### src/rtl/nibble_serial_adder_ctrl_pkg.sv
// Shared types and constants for the nibble-serial adder controller.
// The state enum, slice width and index-width helper live here so both modules agree.
package nibble_serial_adder_ctrl_pkg;

    localparam int NIB_W = 4;

    typedef enum logic [1:0] {
        IDLE = 2'd0,
        RUN  = 2'd1,
        DONE = 2'd2
    } state_t;

    // A single-nibble build still needs a 1-bit index register.
    function automatic int idx_width(input int nibbles);
        return (nibbles > 1) ? $clog2(nibbles) : 1;
    endfunction

endpackage

### src/rtl/nibble_serial_adder_ctrl_add4_slice.sv
// Shared 4-bit add slice: purely combinational sum of two nibbles plus carry-in.
module add4_slice
    import nibble_serial_adder_ctrl_pkg::*;
(
    input  logic [NIB_W-1:0] a,
    input  logic [NIB_W-1:0] b,
    input  logic             ci,
    output logic [NIB_W-1:0] s,
    output logic             co
);

    logic [NIB_W:0] full;

    assign full = {1'b0, a} + {1'b0, b} + {{NIB_W{1'b0}}, ci};
    assign s    = full[NIB_W-1:0];
    assign co   = full[NIB_W];

endmodule

### src/rtl/nibble_serial_adder_ctrl.sv
// Wide adder built by stepping one shared 4-bit slice across the operand, LSB nibble first.
// state | meaning
// IDLE  | ready for operands, req_ready high
// RUN   | one nibble added per cycle, carry held in carry_reg
// DONE  | result presented on rsp_*, held until rsp_ready
module nibble_serial_adder_ctrl
    import nibble_serial_adder_ctrl_pkg::*;
#(
    parameter  int NIBBLES = 4,
    localparam int W       = NIB_W * NIBBLES
) (
    input  logic         clk,
    input  logic         rst,
    input  logic         req_valid,
    output logic         req_ready,
    input  logic [W-1:0] a,
    input  logic [W-1:0] b,
    input  logic         cin,
    output logic         rsp_valid,
    input  logic         rsp_ready,
    output logic [W-1:0] sum,
    output logic         cout,
    output logic         ovf,
    output logic         busy
);

    localparam int               IDX_W    = idx_width(NIBBLES);
    localparam logic [IDX_W-1:0] LAST_IDX = IDX_W'(NIBBLES - 1);

    state_t           state;
    logic [W-1:0]     a_reg;
    logic [W-1:0]     b_reg;
    logic             carry_reg;
    logic [IDX_W-1:0] idx;

    logic [NIB_W-1:0] slice_a;
    logic [NIB_W-1:0] slice_b;
    logic [NIB_W-1:0] slice_s;
    logic             slice_co;
    logic             slice_ovf;

    assign slice_a   = NIB_W'(a_reg >> (NIB_W * idx));
    assign slice_b   = NIB_W'(b_reg >> (NIB_W * idx));
    // Only meaningful on the top nibble, where slice_s[3] is the result sign bit.
    assign slice_ovf = (a_reg[W-1] == b_reg[W-1]) && (slice_s[NIB_W-1] != a_reg[W-1]);

    add4_slice u_slice (
        .a  (slice_a),
        .b  (slice_b),
        .ci (carry_reg),
        .s  (slice_s),
        .co (slice_co)
    );

    always_ff @(posedge clk) begin
        if (rst) begin
            state     <= IDLE;
            req_ready <= 1'b1;
            rsp_valid <= 1'b0;
            busy      <= 1'b0;
            sum       <= '0;
            cout      <= 1'b0;
            ovf       <= 1'b0;
            idx       <= '0;
            carry_reg <= 1'b0;
            a_reg     <= '0;
            b_reg     <= '0;
        end else begin
            case (state)
                IDLE: begin
                    if (req_valid && req_ready) begin
                        a_reg     <= a;
                        b_reg     <= b;
                        carry_reg <= cin;
                        idx       <= '0;
                        sum       <= '0;
                        req_ready <= 1'b0;
                        busy      <= 1'b1;
                        state     <= RUN;
                    end
                end
                RUN: begin
                    sum[NIB_W*idx +: NIB_W] <= slice_s;
                    carry_reg               <= slice_co;
                    idx                     <= idx + 1'b1;
                    if (idx == LAST_IDX) begin
                        cout      <= slice_co;
                        ovf       <= slice_ovf;
                        rsp_valid <= 1'b1;
                        state     <= DONE;
                    end
                end
                DONE: begin
                    if (rsp_ready) begin
                        rsp_valid <= 1'b0;
                        req_ready <= 1'b1;
                        busy      <= 1'b0;
                        state     <= IDLE;
                    end
                end
                default: begin
                    rsp_valid <= 1'b0;
                    req_ready <= 1'b1;
                    busy      <= 1'b0;
                    state     <= IDLE;
                end
            endcase
        end
    end

endmodule

### config.mk
export PLATFORM = sky130hd
export DESIGN_NAME = nibble_serial_adder_ctrl
export DESIGN_NICKNAME = d
export VERILOG_FILES = /design/src/rtl/nibble_serial_adder_ctrl_pkg.sv /design/src/rtl/nibble_serial_adder_ctrl_add4_slice.sv /design/src/rtl/nibble_serial_adder_ctrl.sv
export SDC_FILE = /design/constraint.sdc
export NUM_CORES = 1
export LEC_CHECK = 0
export BUFFER_PORTS_ARGS = -buffer_cell sky130_fd_sc_hd__buf_2
export CAP_MARGIN = 20
export CORE_ASPECT_RATIO = 1.25
export CORE_UTILIZATION = 44
export CTS_CLUSTER_SIZE = 40
export DETAILED_ROUTE_END_ITERATION = 12
export PLACE_DENSITY = 0.72
export SYNTH_ARGS = -nofsm -noshare
export SYNTH_HDL_FRONTEND = slang
export SYNTH_SLANG_ARGS = --single-unit
### constraint.sdc
create_clock -name clk -period 2.7 [get_ports clk]
set_input_delay 0.27 -clock clk [delete_from_list [all_inputs] [get_ports clk]]
set_output_delay 0.27 -clock clk [all_outputs]
set_load 0.01 [all_outputs]
# == After elaboration in Yosys (flattened, before gate mapping) ==
# Cells that the tools add are included.
# classes
n_addsub,4
eq_ne,8
shift,4
n_reduce_logical,10
n_bitwise,2
muxes,19
# op_table
cell,n
$neg A4 Y34,1
$shift A4 B34 Y16 const A,1
$shiftx A4 B34 Y16,1
$pmux W16 S2,1
$shr A16 B4 Y4,2
$bwmux W16,1
$mux W16,1
$pmux W1 S3,3
$reduce_and A3 Y1,3
$mux W2,4
$mux W1,6
$ne A2 B2 Y1 const B,3
$pmux W2 S3,1
$reduce_and A2 Y1,3
$add A4 B4 Y5,1
$add A5 B1 Y5,1
$eq A2 B2 Y1 const B,2
$pmux W2 S2,1
$add A2 B1 Y2 const B,1
$eq A2 B1 Y1 const B,1
$logic_and A1 B1 Y1,2
$logic_not A2 Y1,1
$not A1 Y1,2
$pmux W1 S2,1
3 further kinds,3
# totals
wordCells,58
input_bits,37
out_inout_bits,21
ff_bits,58

# == Logic depth before layout (Yosys ltp) ==
# logic_depth
ltp_word,6
mapped_depth,8
depth_no_buf,7

# == Cells and area by module ==
# A second synthesis with hierarchy kept.
# unflattened
hier_cells,280
area_unflattened_um2,2626.3
# modules_own_cells
mod,cells_each,seq_area_each_um2,area_each_um2,instances
nibble_serial_adder_ctrl,264,1161.1,2482.4,1
add4_slice,16,0.0,143.9,1

# == Worst setup path before layout ==
# OpenSTA, ideal clock, no wires.
# synth_timing
kind,reg2reg
startpoint,register idx[0]
endpoint,register carry_reg
required_time_ps,2568
setup_time_ps,132
setup_slack_ps,-51
period_less_slack_ps,2751
stages_incl_launch_ff,9
arrival_time_ps,2619
path_buffers,1
cell_sequence,dfxtp_1 -> buf_4 -> mux4_2 -> fa_1 -> fa_1 -> a21o_2 -> a21oi_1 -> a2bb2oi_1 -> a21oi_1
# synth_via
elab_chain_len,4
elab_cells_between_ends,5
# synth_rtl
item,line,text
from (decl),nibble_serial_adder_ctrl.sv:34,logic [IDX_W-1:0] idx;
from (signal assigned),nibble_serial_adder_ctrl.sv:85,idx <= idx + 1'b1;
"$shr A16 B4 Y4, on equally long branches","nibble_serial_adder_ctrl.sv:42, nibble_serial_adder_ctrl.sv:43",
$add A4 B4 Y5 (*),nibble_serial_adder_ctrl_add4_slice.sv:14,"assign full = {1'b0, a} + {1'b0, b} + {{NIB_W{1'b0}}, ci};"
$add A5 B1 Y5 (*),nibble_serial_adder_ctrl_add4_slice.sv:14,
$pmux W1 S2 (*),nibble_serial_adder_ctrl.sv:69,case (state)
to (signal assigned),nibble_serial_adder_ctrl.sv:74,carry_reg <= cin;
to (signal assigned),nibble_serial_adder_ctrl.sv:84,carry_reg <= slice_co;
to (decl),nibble_serial_adder_ctrl.sv:33,logic carry_reg;
# Every way passes the cells marked *; elsewhere a longest branch is shown, timed or not.
# A chain may end at the register's enable or synchronous reset.

# == Worst setup path after layout ==
# Same ends and word-level chain as after synthesis.

==> qor.csv <==
metric,value,unit
dp_slack,0.0978,ns
worstSetupPathType,reg2reg,
max-slew-margin-rel,0.335,
track_usage,0.199,
end_kind,register,
rsz0062_at_grt,no,
ys.flop_type,dfxtp_1,
start_util,0.463,
place_congestion,0.839,
setup_viol,0,
clockRootBuffer,clkbuf_8,
avgSynthCellArea,8.92,um2
drcViolationCount,0,
ys_types,38,
fin_skew,0.00633,ns
antenna_left,0,
syn_to_final_growth,20.2,%
cts_setup_buffers,0,
fmax,0.387,GHz
dp_hpwl,4.01,mm
ys_seq_area_frac,0.455,
finish.utilization,0.556,
hold_viol,0,
detail_route.first_pass.iterations,4,
reg2reg_from,idx[0]$_SDFFE_PP0P_,
grt_pass1_vias,2040,
hold_path.class,in2reg,
port_buffers,57,
setup_ws,0.116,ns
critPathLaunch,idx[0]$_SDFFE_PP0P_,
cts_max_level,3,
fin_setup_tns,0,ns
seq_area,0.00116,mm2
numCtsBuffers,9,
cp.required,2.87,ns
path_clk_slew,0.06,ns
fp.dieH,87.2,um
yosys_warnings,0,
yosys_register_bits,58,
mostFrequentLayoutCell,nand2_1,
grt_pass1_wl,9.42,mm
min_from,b[9],
gr-total-overflow,0,
drive_gt1_frac,0.266,
io_pins,58,
synth-edff-count,0,
p_leak,1.30,nW
fillers,532,
tightest_slew,0.998,ns
maxSlewViolCount,0,
die_area,0.00611,mm2
die_w,70.1,um
grt_max_degree,59,
num_vias,2182,
row_count,30,
antenna_found_initial,0,
powerDensity,600,mW/mm2
viasPerCell,5.32,
dp.cells,398,
final_cell_mix,"75 x nand2_1, 57 x dfxtp_1, 57 x buf_2",
design.core.area,0.00552,mm2
syn-num-nets,333,
clk_path_buf_depth,2,
drt_iter0_drc,184,
cts_tree,done,
worst_setup_path_start_kind,register,
synthCells,286,
routed_wl,5.66,mm
cap_violations,0,
antennaDiodeCount,0,
period_share,0.957,
finalNetCount,392,
wl_per_cell,13.8,um
multi_input_area,0.00132,mm2
insertion_delay,0.33,ns
total_power,1.84,mW
crit_fanout,4,
cts_sinks,58,
peakVddDrop,0.000378,V
synthArstFlopShare,0,
arrival,2.76,ns
run_status,"complete, no violations",
syn_area,0.00255,mm2
fin_cells,410,
min_period,2.58,ns
area by class of cell:
type                            instances  area share
Sequential cell                        58       0.379
Multi-Input combinational cell        208       0.431
Clock buffer                           11      0.0461
Timing Repair Buffer                   65       0.113
Inverter                                3     0.00367
Tap cell                               64      0.0261
Clock inverter                          1     0.00163
final timing paths:
kind	to	cells after the start	slack, ns
worst max-delay path	carry_reg$_SDFFE_PP0P_	7	0.12
worst min-delay path	b_reg[9]$_SDFFE_PP0P_	3	0.18
worst max register to register	carry_reg$_SDFFE_PP0P_	7	0.12
worst min register to register	sum[11]$_SDFFE_PP0P_	2	0.45
stage by stage:
stage | hold slack (ns) | instance area (um2)
after floorplan | 0.406 | 2560
after global placement | 0.441 | 2920
after detailed placement | 0.447 | 2920
after CTS | 0.165 | 3070
after global routing | 0.172 | 3070
final | 0.175 | 3070
synth_stat cells, types with 2 or more instances:
| cell type | instances | area, um2 |
|---|---|---|
| clkbuf_1 | 10 | 37.5 |
| mux4_2 | 8 | 180 |
| a22oi_1 | 12 | 90.1 |
| and3b_1 | 2 | 17.5 |
| nand2_1 | 75 | 282 |
| nand3_1 | 3 | 15.0 |
| buf_2 | 6 | 30.0 |
| a21oi_1 | 46 | 230 |
| ha_1 | 8 | 100 |
| nor3b_1 | 2 | 15.0 |
| or3b_1 | 4 | 35.0 |
| a21o_1 | 4 | 30.0 |
| fa_1 | 2 | 40.0 |
| dfxtp_1 | 58 | 1160 |
| inv_1 | 3 | 11.3 |
| nor2_1 | 21 | 78.8 |
power breakdown:
part | switching, mW | total [mW] | internal, mW
clock network | 0.310 | 0.645 | 0.336
logic | 0.150 | 0.267 | 0.117
registers | 0.0313 | 0.929 | 0.898
total | 0.491 | 1.84 | 1.35
logic make-up (layout without fill, tap and decap cells):
family,after synthesis,in the layout,share of synthesized area
simple gates,120,120,0.224
compound gates,69,69,0.158
flops,58,58,0.455
buf+inv,20,80,0.0338
fa+ha+maj,10,10,0.0549
mux,8,8,0.0706
xor+xnor,1,1,0.00343
critical path: stages, from the launching register on:
cell       delay (ns)
dfxtp_2          0.37
mux4_2           0.52
fa_1             0.45
fa_1             0.42
a21o_2           0.23
a21oi_1          0.20
a2bb2oi_1        0.17
a21oi_1          0.07
layer usage:
| layer | share of wire | up-vias | global-route usage |
|---|---|---|---|
| met1 | 0.42 | 1016 | 0.230 |
| met5 | 0 | - | 0 |
| met3 | 0.051 | 8 | 0.0637 |
| li1 | - | 1101 | - |
| met4 | 0.020 | 0 | 0.0855 |
| met2 | 0.50 | 57 | 0.338 |
repair_timing:
action                                  CTS  global route
hold buffers                              0             0
gates resized for setup                   0             1
endpoints found under the setup margin    0             1
(Power assumes the default switching activity.)
